### config.mk
export PLATFORM = sky130hd
export DESIGN_NAME = uart_receiver
export DESIGN_NICKNAME = d
export VERILOG_FILES = /design/src/rtl/uart_receiver_pkg.sv /design/src/rtl/uart_rfifo.sv /design/src/rtl/uart_receiver.sv
export SDC_FILE = /design/constraint.sdc
export NUM_CORES = 1
export LEC_CHECK = 0
export CAP_MARGIN = 25
export CORE_MARGIN = 4
export CORE_UTILIZATION = 39
export DETAILED_ROUTE_END_ITERATION = 6
export PLACE_DENSITY = 0.67
export SETUP_SLACK_MARGIN = 0.5
export SLEW_MARGIN = 5
export SYNTH_ARGS = -nofsm -noshare
export SYNTH_HDL_FRONTEND = slang
export SYNTH_SLANG_ARGS = --single-unit
### constraint.sdc
create_clock -name clk -period 2.4 [get_ports clk]
set_clock_uncertainty 0.1 [all_clocks]
set_input_delay 0.48 -clock clk [delete_from_list [all_inputs] [get_ports clk]]
set_output_delay 0.48 -clock clk [all_outputs]
set_load 0.1 [all_outputs]
### src/rtl/uart_receiver_pkg.sv
// rtl/uart_receiver_pkg.sv - shared UART receive constants, LCR bit map, state encoding
// Purpose: constants and helpers shared by uart_receiver and uart_rfifo.
// Ports: none (package).
package uart_receiver_pkg;

  localparam int UART_FIFO_REC_WIDTH = 11;
  localparam int UART_FIFO_COUNTER_W = 5;
  localparam int UART_FIFO_DEPTH     = 16;
  localparam int UART_FIFO_POINTER_W = 4;

  // LCR bit indices; word length occupies [UART_LC_BITS +: 2]
  localparam int UART_LC_BITS = 0;
  localparam int UART_LC_SB   = 2;
  localparam int UART_LC_PE   = 3;
  localparam int UART_LC_EP   = 4;
  localparam int UART_LC_SP   = 5;

  typedef enum logic [2:0] {
    S_IDLE       = 3'd0,
    S_REC_START  = 3'd1,
    S_REC_BIT    = 3'd2,
    S_REC_PARITY = 3'd3,
    S_REC_STOP   = 3'd4,
    S_PUSH       = 3'd5,
    S_WAIT_HIGH  = 3'd6
  } rstate_e;

  // Character timeout: four character times of 16 ticks per bit, minus one.
  function automatic logic [9:0] timeout_reload(input logic [1:0] wlen,
                                                input logic       pe,
                                                input logic       sb);
    logic [3:0] frame_bits;
    frame_bits = 4'd6 + {2'b00, wlen} + {3'b000, pe} + (sb ? 4'd2 : 4'd1);
    return {frame_bits, 6'b000000} - 10'd1;
  endfunction

endpackage

### src/rtl/uart_rfifo.sv
// rtl/uart_rfifo.sv - 16x11 receive FIFO with overrun and per-entry error tracking
// Purpose: stores received words {data, BI, FE, PE}; head word is combinational.
// Ports:
//   clk, wb_rst_ni   - clock, asynchronous active-low reset
//   i_data, i_push   - word to store, one-cycle push strobe
//   i_pop            - one-cycle pop strobe (ignored when empty)
//   i_fifo_reset     - synchronous flush, also clears error tracking and overrun
//   i_reset_status   - clears sticky overrun
//   o_data           - head word
//   o_count          - occupancy 0..16
//   o_overrun        - sticky: a push was dropped because the FIFO was full
//   o_error_bit      - some stored word has PE, FE or BI set
module uart_rfifo
  import uart_receiver_pkg::*;
(
  input  logic                           clk,
  input  logic                           wb_rst_ni,
  input  logic [UART_FIFO_REC_WIDTH-1:0] i_data,
  input  logic                           i_push,
  input  logic                           i_pop,
  input  logic                           i_fifo_reset,
  input  logic                           i_reset_status,
  output logic [UART_FIFO_REC_WIDTH-1:0] o_data,
  output logic [UART_FIFO_COUNTER_W-1:0] o_count,
  output logic                           o_overrun,
  output logic                           o_error_bit
);

  logic [UART_FIFO_REC_WIDTH-1:0] r_mem [UART_FIFO_DEPTH];
  logic [UART_FIFO_POINTER_W-1:0] r_wp;
  logic [UART_FIFO_POINTER_W-1:0] r_rp;
  logic [UART_FIFO_COUNTER_W-1:0] r_count;
  logic [UART_FIFO_DEPTH-1:0]     r_err;
  logic                           r_overrun;

  logic w_full;
  logic w_do_pop;
  logic w_do_push;
  logic w_drop;

  assign w_full    = (r_count == 5'd16);
  assign w_do_pop  = i_pop && (r_count != 5'd0);
  // When full, a simultaneous pop frees the slot the push lands in.
  assign w_do_push = i_push && (!w_full || w_do_pop);
  assign w_drop    = i_push && !w_do_push;

  always_ff @(posedge clk or negedge wb_rst_ni) begin
    if (!wb_rst_ni) begin
      for (int i = 0; i < UART_FIFO_DEPTH; i++) r_mem[i] <= '0;
      r_wp    <= '0;
      r_rp    <= '0;
      r_count <= '0;
      r_err   <= '0;
    end else if (i_fifo_reset) begin
      r_wp    <= '0;
      r_rp    <= '0;
      r_count <= '0;
      r_err   <= '0;
    end else begin
      if (w_do_push) begin
        r_mem[r_wp] <= i_data;
        r_wp        <= r_wp + 4'd1;
      end
      if (w_do_pop) begin
        r_rp <= r_rp + 4'd1;
      end
      case ({w_do_push, w_do_pop})
        2'b10:   r_count <= r_count + 5'd1;
        2'b01:   r_count <= r_count - 5'd1;
        default: r_count <= r_count;
      endcase
      // Pop clears first so a push into the same slot (full + pop) wins.
      if (w_do_pop)  r_err[r_rp] <= 1'b0;
      if (w_do_push) r_err[r_wp] <= |i_data[2:0];
    end
  end

  always_ff @(posedge clk or negedge wb_rst_ni) begin
    if (!wb_rst_ni) begin
      r_overrun <= 1'b0;
    end else if (w_drop) begin
      r_overrun <= 1'b1;
    end else if (i_reset_status || i_fifo_reset) begin
      r_overrun <= 1'b0;
    end
  end

  assign o_data      = r_mem[r_rp];
  assign o_count     = r_count;
  assign o_overrun   = r_overrun;
  assign o_error_bit = |r_err;

endmodule

### src/rtl/uart_receiver.sv
// rtl/uart_receiver.sv - 16x-oversampled UART receive path with FIFO and char timeout
// Purpose: recovers 5-8 bit characters framed by lcr, checks parity/framing/break,
//          stores them in uart_rfifo and runs the RX character-timeout counter.
// Ports:
//   clk, wb_rst_ni      - clock, asynchronous active-low reset
//   lcr                 - line control: [1:0] length, [2] stop, [3] PE, [4] EP, [5] SP
//   enable              - 16x baud tick, one clk wide
//   srx_pad_i           - asynchronous serial input
//   rf_pop, rx_reset    - FIFO pop strobe, synchronous FIFO flush
//   lsr_mask            - clears sticky overrun
//   rf_data_out         - FIFO head {data[7:0], BI, FE, PE}
//   rf_count            - FIFO occupancy
//   rf_overrun          - sticky overrun
//   rf_error_bit        - any stored word carries an error
//   rstate              - receiver state (debug)
//   counter_t           - character timeout counter
module uart_receiver
  import uart_receiver_pkg::*;
(
  input  logic        clk,
  input  logic        wb_rst_ni,
  input  logic [7:0]  lcr,
  input  logic        enable,
  input  logic        srx_pad_i,
  input  logic        rf_pop,
  input  logic        rx_reset,
  input  logic        lsr_mask,
  output logic [10:0] rf_data_out,
  output logic [4:0]  rf_count,
  output logic        rf_overrun,
  output logic        rf_error_bit,
  output logic [2:0]  rstate,
  output logic [9:0]  counter_t
);

  logic        r_srx_meta;
  logic        r_srx;
  rstate_e     r_state;
  logic [3:0]  r_rcounter;
  logic [2:0]  r_bitidx;
  logic [7:0]  r_shift;
  logic        r_par_sample;
  logic        r_pe;
  logic        r_fe;
  logic [9:0]  r_counter_t;

  rstate_e     w_state_nxt;
  logic [3:0]  w_rcounter_nxt;
  logic [2:0]  w_bitidx_nxt;
  logic [7:0]  w_shift_nxt;
  logic        w_par_nxt;
  logic        w_pe_nxt;
  logic        w_fe_nxt;
  logic        w_push;
  logic        w_bi;
  logic        w_exp_par;
  logic [2:0]  w_last_idx;
  logic [10:0] w_word;
  logic        w_lcr_unused;

  assign w_lcr_unused = ^lcr[7:6];

  always_ff @(posedge clk or negedge wb_rst_ni) begin
    if (!wb_rst_ni) begin
      r_srx_meta <= 1'b1;
      r_srx      <= 1'b1;
    end else begin
      r_srx_meta <= srx_pad_i;
      r_srx      <= r_srx_meta;
    end
  end

  assign w_last_idx = 3'd4 + {1'b0, lcr[UART_LC_BITS +: 2]};

  always_comb begin
    case ({lcr[UART_LC_EP], lcr[UART_LC_SP]})
      2'b00:   w_exp_par = ~^r_shift;
      2'b01:   w_exp_par = 1'b1;
      2'b10:   w_exp_par = ^r_shift;
      default: w_exp_par = 1'b0;
    endcase
  end

  // Unused data bits stay zero, so a zero shift register means all-zero data.
  // r_par_sample is only written when parity is enabled.
  assign w_bi   = (r_shift == 8'h00) && !r_par_sample && r_fe;
  assign w_word = {r_shift, w_bi, r_fe, r_pe};

  always_ff @(posedge clk or negedge wb_rst_ni) begin
    if (!wb_rst_ni) begin
      r_state      <= S_IDLE;
      r_rcounter   <= '0;
      r_bitidx     <= '0;
      r_shift      <= '0;
      r_par_sample <= 1'b0;
      r_pe         <= 1'b0;
      r_fe         <= 1'b0;
    end else begin
      r_state      <= w_state_nxt;
      r_rcounter   <= w_rcounter_nxt;
      r_bitidx     <= w_bitidx_nxt;
      r_shift      <= w_shift_nxt;
      r_par_sample <= w_par_nxt;
      r_pe         <= w_pe_nxt;
      r_fe         <= w_fe_nxt;
    end
  end

  always_comb begin
    w_state_nxt    = r_state;
    w_rcounter_nxt = r_rcounter;
    w_bitidx_nxt   = r_bitidx;
    w_shift_nxt    = r_shift;
    w_par_nxt      = r_par_sample;
    w_pe_nxt       = r_pe;
    w_fe_nxt       = r_fe;
    w_push         = 1'b0;
    case (r_state)
      S_IDLE: begin
        if (enable && !r_srx) begin
          w_state_nxt    = S_REC_START;
          w_rcounter_nxt = 4'd7;
        end
      end
      S_REC_START: begin
        if (enable) begin
          if (r_rcounter != 4'd0) begin
            w_rcounter_nxt = r_rcounter - 4'd1;
          end else if (r_srx) begin
            w_state_nxt = S_IDLE;
          end else begin
            w_state_nxt    = S_REC_BIT;
            w_rcounter_nxt = 4'd15;
            w_bitidx_nxt   = 3'd0;
            w_shift_nxt    = 8'h00;
            w_par_nxt      = 1'b0;
            w_pe_nxt       = 1'b0;
            w_fe_nxt       = 1'b0;
          end
        end
      end
      S_REC_BIT: begin
        if (enable) begin
          if (r_rcounter != 4'd0) begin
            w_rcounter_nxt = r_rcounter - 4'd1;
          end else begin
            w_shift_nxt[r_bitidx] = r_srx;
            w_rcounter_nxt        = 4'd15;
            w_bitidx_nxt          = r_bitidx + 3'd1;
            if (r_bitidx == w_last_idx) begin
              w_state_nxt = lcr[UART_LC_PE] ? S_REC_PARITY : S_REC_STOP;
            end
          end
        end
      end
      S_REC_PARITY: begin
        if (enable) begin
          if (r_rcounter != 4'd0) begin
            w_rcounter_nxt = r_rcounter - 4'd1;
          end else begin
            w_par_nxt      = r_srx;
            w_pe_nxt       = (r_srx != w_exp_par);
            w_rcounter_nxt = 4'd15;
            w_state_nxt    = S_REC_STOP;
          end
        end
      end
      S_REC_STOP: begin
        if (enable) begin
          if (r_rcounter != 4'd0) begin
            w_rcounter_nxt = r_rcounter - 4'd1;
          end else begin
            w_fe_nxt    = !r_srx;
            w_state_nxt = S_PUSH;
          end
        end
      end
      S_PUSH: begin
        w_push      = 1'b1;
        w_state_nxt = w_bi ? S_WAIT_HIGH : S_IDLE;
      end
      S_WAIT_HIGH: begin
        if (enable && r_srx) begin
          w_state_nxt = S_IDLE;
        end
      end
      default: w_state_nxt = S_IDLE;
    endcase
  end

  uart_rfifo u_rfifo (
    .clk            (clk),
    .wb_rst_ni      (wb_rst_ni),
    .i_data         (w_word),
    .i_push         (w_push),
    .i_pop          (rf_pop),
    .i_fifo_reset   (rx_reset),
    .i_reset_status (lsr_mask),
    .o_data         (rf_data_out),
    .o_count        (rf_count),
    .o_overrun      (rf_overrun),
    .o_error_bit    (rf_error_bit)
  );

  always_ff @(posedge clk or negedge wb_rst_ni) begin
    if (!wb_rst_ni) begin
      r_counter_t <= '0;
    end else if (w_push || rf_pop || (rf_count == 5'd0)) begin
      r_counter_t <= timeout_reload(lcr[UART_LC_BITS +: 2], lcr[UART_LC_PE], lcr[UART_LC_SB]);
    end else if (enable && (r_counter_t != 10'd0)) begin
      r_counter_t <= r_counter_t - 10'd1;
    end
  end

  assign counter_t = r_counter_t;
  assign rstate    = r_state;

endmodule

# After elaboration in Yosys (flattened, before gate mapping)
# Cells that the tools add are included.
[totals] regBits=239 input_bits=15 output_inout_bits=31 elab_cells=211
[op_classes] addsub=12 n_lt_le_gt_ge=9 eq_ne=28 muxes=79 bitwise_logic=5 reduce_logical=47
[ops] cell="$bwmux 176" count=1
[ops] cell="$mux 16" count=4
[ops] cell="$mux 3" count=18
[ops] cell="$mux 4" count=12
[ops] cell="$bmux 11 s4" count=1
[ops] cell="$demux 11 s4" count=1
[ops] cell="$mux 8" count=5
[ops] cell="$mux 11" count=3
[ops] cell="$ne 2x2->1 const B" count=13
[ops] cell="$pmux 3 s7" count=1
[ops] cell="$mux 10" count=2
[ops] cell="$sub 10x1->10 const B" count=2
[ops] cell="$reduce_and 6->1" count=3
[ops] cell="$and 16x16->16" count=1
[ops] cell="$bwmux 16" count=1
[ops] cell="$not 16->16" count=1
[ops] cell="$pmux 4 s4" count=1
[ops] cell="$pmux 8 s2" count=1
[ops] cell="$reduce_or 16->1" count=1
[ops] cell="$mux 1" count=15
[ops] cell="$reduce_bool 2->1" count=7
[ops] cell="$logic_and 1x1->1" count=12
[ops] cell="$reduce_and 11->1" count=1
[ops] cell="$ge 5x5->1 const B" count=2
[ops] cell="other kinds (51)" count=71

# Depth between registers and ports, before layout
# Gate-level depths: netlist (run 1).
[logic_depth] ltp_word=11 mapped_depth=11 ltp_nobuf=9

# Cells and area by module
# From an unflattened synthesis (run 1), not the netlist that was laid out.
[unflattened] cells_unflattened=908 area_unflattened_um2=12122.9
[by_module_without_submodules] mod="uart_rfifo" instances=1 cells_each=669 area_per_inst_um2=9910.8
[by_module_without_submodules] mod="uart_receiver" instances=1 cells_each=239 area_per_inst_um2=2212.1

# Worst setup path before layout (run 1)
# OpenSTA, ideal clock, no wires.
[synth_path] kind="reg2reg" startpoint="reg u_rfifo.r_count[1], in the netlist u_rfifo.o_count[1]" endpoint="reg u_rfifo.r_count[4], in the netlist u_rfifo.o_count[4]" arrival_time_ps=2708 t_required_ps=2168 setup_slack_ps=-540 path_stages_with_launch=12 n_path_buf=2 synth_period_minus_slack_ps=2940 path_cell_list="dfrtp_1 -> buf_6 -> nor4_4 -> buf_6 -> a211oi_4 -> xor2_1 -> ha_1 -> a31oi_1 -> a211oi_1 -> mux2i_1 -> xnor2_1 -> nor2_1"
[synth_via] elab_chain_cells=7 elab_cells_between_ends=13
[synth_lines] item="start: declaration" line="uart_rfifo.sv:32" rtl="logic [UART_FIFO_COUNTER_W-1:0] r_count;"
[synth_lines] item="start signal: assignment" line="uart_rfifo.sv:68" rtl="2'b10: r_count <= r_count + 5'd1;"
[synth_lines] item="start signal: assignment" line="uart_rfifo.sv:69" rtl="2'b01: r_count <= r_count - 5'd1;"
[synth_lines] item="start signal: assignment" line="uart_rfifo.sv:70" rtl="default: r_count <= r_count;"
[synth_lines] item="$eq 5x5->1 or $reduce_bool 5->1 (tied branches)" line="uart_rfifo.sv:41, uart_rfifo.sv:42"
[synth_lines] item="$logic_not 1->1 or $logic_and 1x1->1 (tied branches)" line="uart_rfifo.sv:44, uart_rfifo.sv:42"
[synth_lines] item="$logic_or 1x1->1" line="uart_rfifo.sv:44" rtl="assign w_do_push = i_push && (!w_full || w_do_pop);"
[synth_lines] item="$logic_and 1x1->1" line="uart_rfifo.sv:44"
[synth_lines] item="$eq 2x1->1 or $eq 2x2->1 (tied branches)" line="uart_rfifo.sv:67" rtl="case ({w_do_push, w_do_pop})"
[synth_lines] item="$pmux 5 s2" line="uart_rfifo.sv:67"
[synth_lines] item="$mux 5" line="uart_rfifo.sv:54" rtl="end else if (i_fifo_reset) begin"
# Parallel ways exist; a longest one is shown, timed or not.
# A chain may end at the register's enable or synchronous reset.

# Worst setup path in the final report (run 1)
[layout_path] startpoint="reg u_rfifo.r_rp[0]" endpoint="out rf_data_out[9]"
[layout_via] elab_chain_cells=4
[layout_lines] item="start: declaration" line="uart_rfifo.sv:31" rtl="logic [UART_FIFO_POINTER_W-1:0] r_rp;"
[layout_lines] item="start signal: assignment" line="uart_rfifo.sv:65" rtl="r_rp <= r_rp + 4'd1;"
[layout_lines] item="$not 4->5 (not written as such)" line="uart_rfifo.sv:88" rtl="assign o_data = r_mem[r_rp];"
[layout_lines] item="$bmux 11 s4" line="uart_rfifo.sv:88"
[layout_lines] item="$mux 11 (not written as such) (2 in series)" line="uart_rfifo.sv:88"
[layout_lines] item="end: declaration" line="uart_receiver.sv:28" rtl="output logic [10:0] rf_data_out,"
# Every way passes these cells. The select of a mux whose other input is x is not followed.

==> flow_summary.ini, run 1 <==
[worst_hold_path]
hp-class = in -> reg
worstHoldStart = srx_pad_i
holdPathStages = 1
hold_end = r_srx_meta$_DFF_PN1_

[place]
place_area_mm2 = 0.0144
dp_cells = 1378
gp_congestion = 0.815
detailed_place_hpwl_um = 18500
io_buffers = 43

[clock_network]
cts_max_path_buffers = 3
clk_latency_ns = 0.54
clock-root-buffer = clkbuf_16
clock_sinks = 239
clk_pin_slew_ns = 0.06
cts_tree = yes
cts_buffers = 28
h-tree-depth = 1

[setup_path]
timing.critical_path.mode_cell = buf_12
r2r_cells = 12
critPathMaxFanout = 6
path_class = reg -> out
critPathLaunchType = flop
reg2reg_from = u_rfifo.o_count[1]$_DFFE_PN0P_
timing.critical_path.arrival_ns = 2.58
worstPathRequired_ns = 1.82
path_cells = buf_12, buf_12, mux4_2, mux4_2, buf_12
critPathSlowestCell = mux4_2
reg2reg_to = u_rfifo.r_mem[51]$_DFFE_PN0P_
critPathMaxStageDelay_ns = 0.55
reg2reg_slack_ns = -0.07
cp-end-kind = primary output

[floorplan]
start_util_pct = 39.9
die_w_um = 183
rows = 63
fp.dieH_um = 183
coreArea_mm2 = 0.0300
num_io_pins = 46
die-area_mm2 = 0.0335

[yosys]
ys_ff_latch = 239
avgSynthCellArea_um2 = 12.8
yosys.area.top_type = dfrtp_1
ys_types = 65
syn_inst = 932
yosys.area.top_type_share_pct = 49.7
yosysSeqAreaShare_pct = 50.1
syn_nets = 969
synth_flop_cell = dfrtp_1
synth_edf_count = 0
yosys_warnings = 0
synth.area.top_cells = dfrtp_1 50%, mux2_2 14%, mux4_2 10%, mux2i_1 2.3%, ha_1 2.2%
ys_async_sr_fraction_pct = 100
netlist_area_mm2 = 0.0119

[layout]
fin_nets = 1129
post-route-util_pct = 58.0
drive_gt1_share_pct = 55.4
mostFrequentLayoutCells = 215 x dfrtp_1, 154 x mux2_4, 57 x buf_4
final_common_cell = dfrtp_1
design_area_mm2 = 0.0174
nFillCells = 2252
area_delta_synth_final_pct = 45.3
instances_no_fill = 1502
diodes = 0

[route]
via_per_inst = 5.54
first_iter_violations = 484
routed_wl_um = 33100
drc = 0
first_pass_iters = 5
final_antenna_net_count = 0
num_vias = 8320
routedWlPerCell_um = 22.0

[pwr]
p_leak_nw = 7.49
vdd_ir_drop_max_uv = 1120
powerDensity_mw_per_mm2 = 805

[global_routing]
antenna_found_initial = 0
grt_pass1_wl_um = 51400
grt_max_degree = 61
grt_usage_pct = 19.2
grt_overflow = 0
grt_pass1_vias = 9002

[sta]
max_slew_margin_pct = 53.2
holdWs_ns = 0.245
fmax_ghz = 0.316
period_minus_slack_ns = 3.16
slew_violations = 0
setup_viol = 29
rsz0062_at_grt = true
worst_slack_ns = -0.764
hold_viol_final = 0
period_share_pct = 132
worstMarginPinSlew_ns = 0.701

[outcome]
violations = negative setup slack
status = finished with violations

[run]
maxCapViolations = 0
-- cells in the mapped netlist, types with 3 or more instances --
master and number:
nor2b_1 6, o311ai_0 5, a211oi_1 15, xnor2_1 17, a21o_1 3, nor3_1 7
mux4_2 55, dfrtp_1 237, mux2i_1 28, nand2b_1 14, o41ai_1 3, nor2_1 51
clkbuf_1 36, mux2_1 7, xor2_1 8, mux2_2 148, buf_2 7, inv_1 46
ha_1 21, nor4_1 7, nor3b_1 4, buf_4 15, nand3_2 3, o21ai_0 29
nand3_1 14, a21oi_1 23, buf_6 3, or3_1 5, nand2_1 67, nand3b_1 4
-- through the flow --
stage	setup WS, ns	setup TNS (ns)	power [W]
2_1_floorplan	-0.146	-2.10	0.00724
3_3_place_gp	-0.156	-12.91	0.00816
3_5_place_dp	-0.175	-14.73	0.00823
4_1_cts	-0.755	-8.05	0.0137
5_1_grt	-0.810	-14.15	0.0145
6_report	-0.764	-8.57	0.0140
-- logic make-up (layout without fill, tap and decap cells) --
family	Yosys count	after routing	share of synthesized area, %
buffers and inverters	109	289	4.16
XOR/XNOR	25	25	1.83
flip-flops	239	239	50.1
multiplexers	238	238	27.3
adder cells (fa/ha/maj)	22	22	2.37
AND/OR/NAND/NOR	196	196	8.06
AO/OA/AOI/OAI	103	103	6.16
-- worst max-delay path by stage --
stage                                 from                             to  cells past startpoint
2_1_floorplan  u_rfifo.r_rp[0]$_DFFE_PN0P_                 rf_data_out[5]                      4
3_3_place_gp                        rf_pop  u_rfifo.r_mem[95]$_DFFE_PN0P_                      9
5_1_grt        u_rfifo.r_rp[0]$_DFFE_PN0P_                 rf_data_out[6]                      5
4_1_cts        u_rfifo.r_rp[0]$_DFFE_PN0P_                 rf_data_out[2]                      4
3_5_place_dp   u_rfifo.r_rp[0]$_DFFE_PN0P_                 rf_data_out[2]                      4
6_report       u_rfifo.r_rp[0]$_DFFE_PN0P_                 rf_data_out[9]                      5
-- state kept, by name (all words and copies together), names as in the netlist --
name               cells
rstate                 3
r_srx_meta             1
r_srx                  1
u_rfifo.o_count        5
u_rfifo.r_err         16
r_fe                   1
r_par_sample           1
r_rcounter             4
u_rfifo.r_wp           4
r_pe                   1
u_rfifo.o_overrun      1
u_rfifo.r_mem        176
counter_t             10
r_bitidx               3
r_shift                8
u_rfifo.r_rp           4
-- where the power goes --
group	switching, W	leakage, nW	internal (W)
Clock	0.00173	0.460	0.00265
Sequential	0.000264	3.17	0.00428
Combinational	0.00285	3.86	0.00221
-- worst max-delay path: cells and delay by family (launching register included) --
kind | cells | cell delay, ns
DFF | 1 | 0.53
muxes | 2 | 1.01
buffers and inverters | 3 | 0.49
-- per-layer routing --
metal | up-vias | track usage, % | wire, µm | share of wire (%)
met2 | 212 | 32.7 | 16600 | 50
met1 | 4353 | 25.8 | 14000 | 42
met4 | 0 | 6.23 | 1190 | 3.6
met5 | - | 0 | 0 | 0
met3 | 76 | 2.58 | 1310 | 4.0
li1 | 3679 | - | - | -
-- cell type report --
type                            count  area (µm²)  share of cell area, %
Inverter                           46         173                  0.995
Sequential cell                   239        6040                   34.8
Multi-Input combinational cell    584        7080                   40.8
Tap cell                          390         488                   2.81
Clock buffer                       39         803                   4.63
Clock inverter                     11         143                  0.822
Timing Repair Buffer              193        2630                   15.2
-- what timing repair did --
item | 4_1_cts | 5_1_grt
pin swaps | 65 | 46
resized for setup | 217 | 89
cloned | 15 | 2
endpoints found under the hold margin | 54 | 0
hold buffers | 1 | 0
setup endpoints to repair | 242 | 252
buffers inserted | 49 | 7
Power figures use the tool's default switching activity.
==> inputs of run 2 (changes only) <==
Clock period 2.4 ns to 2.6 ns, I/O delays scaled along.
==> run 2 against run 1 <==
Compared with the run above: register-to-register slack better by 0.31 ns; the run still ends with negative setup slack left; highest routed layer unchanged; critical path depth stayed put; clock power is 8.2% lower; sequential power is 7.7% lower; largest power group is now sequential cells.
==> flow_summary.ini, run 2 (synthesis results as in run 1) <==
[outcome]
status = finished with violations
violations = negative setup slack

[setup_path]
reg2reg_to = u_rfifo.o_count[2]$_DFFE_PN0P_
critPathSlowestCell = mux4_2
path_cells = buf_12, buf_4, mux4_2, mux4_2, buf_12
r2r_cells = 10
critPathLaunchType = flop
timing.critical_path.arrival_ns = 2.55
path_class = reg -> out
critPathMaxFanout = 5
reg2reg_from = u_rfifo.o_count[1]$_DFFE_PN0P_
reg2reg_slack_ns = 0.24
worst-path-buf-inv = 3
crit_family = multiplexers
critPathMaxStageDelay_ns = 0.53
cp-end-kind = primary output
worstPathRequired_ns = 1.98

[pwr]
powerDensity_mw_per_mm2 = 734
p_leak_nw = 7.25
vdd_ir_drop_max_uv = 1060
p_total_w = 0.0124

[layout]
diodes = 0
final_common_cell = dfrtp_1
mostFrequentLayoutCells = 212 x dfrtp_1, 153 x mux2_4, 68 x buf_4
fin_nets = 1125
area_delta_synth_final_pct = 41.2
top_register = u_rfifo.r_mem
drive_gt1_share_pct = 52.6
instances_no_fill = 1497
post-route-util_pct = 56.3
largest_register_ffs = 176

[global_routing]
antenna_found_initial = 0
grt_overflow = 0
grt_pass1_wl_um = 49800
busiest_layer = met2
grt_pass1_vias = 8587
grt_max_degree = 68
use_met1_pct = 24.8
grt_util_met2_pct = 31.6
grt_util_met3_pct = 3.11
grt_usage_pct = 18.6

[place]
dp_cells = 1381
io_buffers = 43
place_ws_ns = -0.0264
gp_congestion = 0.833
detailed_place_hpwl_um = 18200

[floorplan]
die_w_um = 183
num_io_pins = 46
die-area_mm2 = 0.0335
rows = 63
fp.dieH_um = 183
start_util_pct = 39.9
coreArea_mm2 = 0.0300

[route]
via_per_inst = 5.45
routed_wl_um = 32400
final_antenna_net_count = 0
first_pass_iters = 5
num_vias = 8160
first_iter_violations = 535
drc = 0
routedWlPerCell_um = 21.7

[worst_hold_path]
worstHoldStart = r_srx_meta$_DFF_PN1_
holdPathStages = 0
hold_end = r_srx$_DFF_PN1_
hp-class = reg -> reg

[run]
maxCapViolations = 0

[clock_network]
cts_buffers = 27
clock_sinks = 239
cts_tree = yes
clk_pin_slew_ns = 0.06
cts_max_path_buffers = 3
clock-root-buffer = clkbuf_16
clk_latency_ns = 0.55
h-tree-depth = 1

[sta]
setup_viol = 11
period_minus_slack_ns = 3.17
fmax_ghz = 0.316
slew_violations = 0
period_share_pct = 122
max_slew_margin_pct = 61.3
holdWs_ns = 0.255
worst_slack_ns = -0.566
hold_viol_final = 0
worstMarginPinSlew_ns = 0.580
rsz0062_at_grt = true
[run 2: changes by cell type in the layout (fill, tap and decap cells not counted), sizes merged]
cell	delta
buf	-8
clkbuf	+2
inv	+2
bufinv	+1
clkinv	-1
clkinvlp	-1
[run 2: worst max path at each step]
stage | startpoint | endpoint | slack, ns | depth (start not counted)
global placement | u_rfifo.r_rp[0]$_DFFE_PN0P_ | rf_data_out[6] | -0.01 | 4
CTS | u_rfifo.r_rp[0]$_DFFE_PN0P_ | rf_data_out[6] | -0.61 | 4
detailed placement | u_rfifo.r_rp[0]$_DFFE_PN0P_ | rf_data_out[6] | -0.03 | 4
floorplan | u_rfifo.r_rp[0]$_DFFE_PN0P_ | rf_data_out[5] | 0.01 | 4
finish | u_rfifo.r_rp[0]$_DFFE_PN0P_ | rf_data_out[4] | -0.57 | 5
global route | u_rfifo.r_rp[0]$_DFFE_PN0P_ | rf_data_out[10] | -0.61 | 5
[run 2: routing by layer]
layer	vias to the layer above	wire length [µm]
met4	0	843
met5	-	0
met2	148	16600
met3	56	1200
li1	3658	-
met1	4298	13700
[run 2: final cells by class]
class / count / area (µm²)
fillers: 2288 / 13100
multi-input cells: 584 / 6750
well taps: 390 / 488
clock inverters: 12 / 185
clock buffers: 36 / 749
inverters: 46 / 173
flip-flops and latches: 239 / 6050
repair buffers: 190 / 2470
[run 2: repair_timing]
action / 4_1_cts / 5_1_grt
buffers inserted: 33 / 16
setup endpoints to repair: 217 / 229
pin swaps: 12 / 43
hold buffers: 1 / 0
resized for setup: 71 / 167
endpoints found under the hold margin: 61 / 0
gates cloned: 14 / 4
[run 2: stage by stage]
| step | area, µm² | TNS [ns] |
|---|---|---|
| 6_report | 16900 | -5.93 |
| 3_3_place_gp | 14300 | -0.0313 |
| 4_1_cts | 16100 | -6.29 |
| 3_5_place_dp | 14300 | -0.0401 |
| 2_1_floorplan | 13000 | 0 |
| 5_1_grt | 16900 | -6.50 |
[run 2: report_power, final]
group	internal, W	switching, W	leakage (nW)
combinational	0.00174	0.00243	3.62
clock	0.00243	0.00159	0.458
sequential	0.00395	0.000235	3.17
total	0.00812	0.00426	7.25
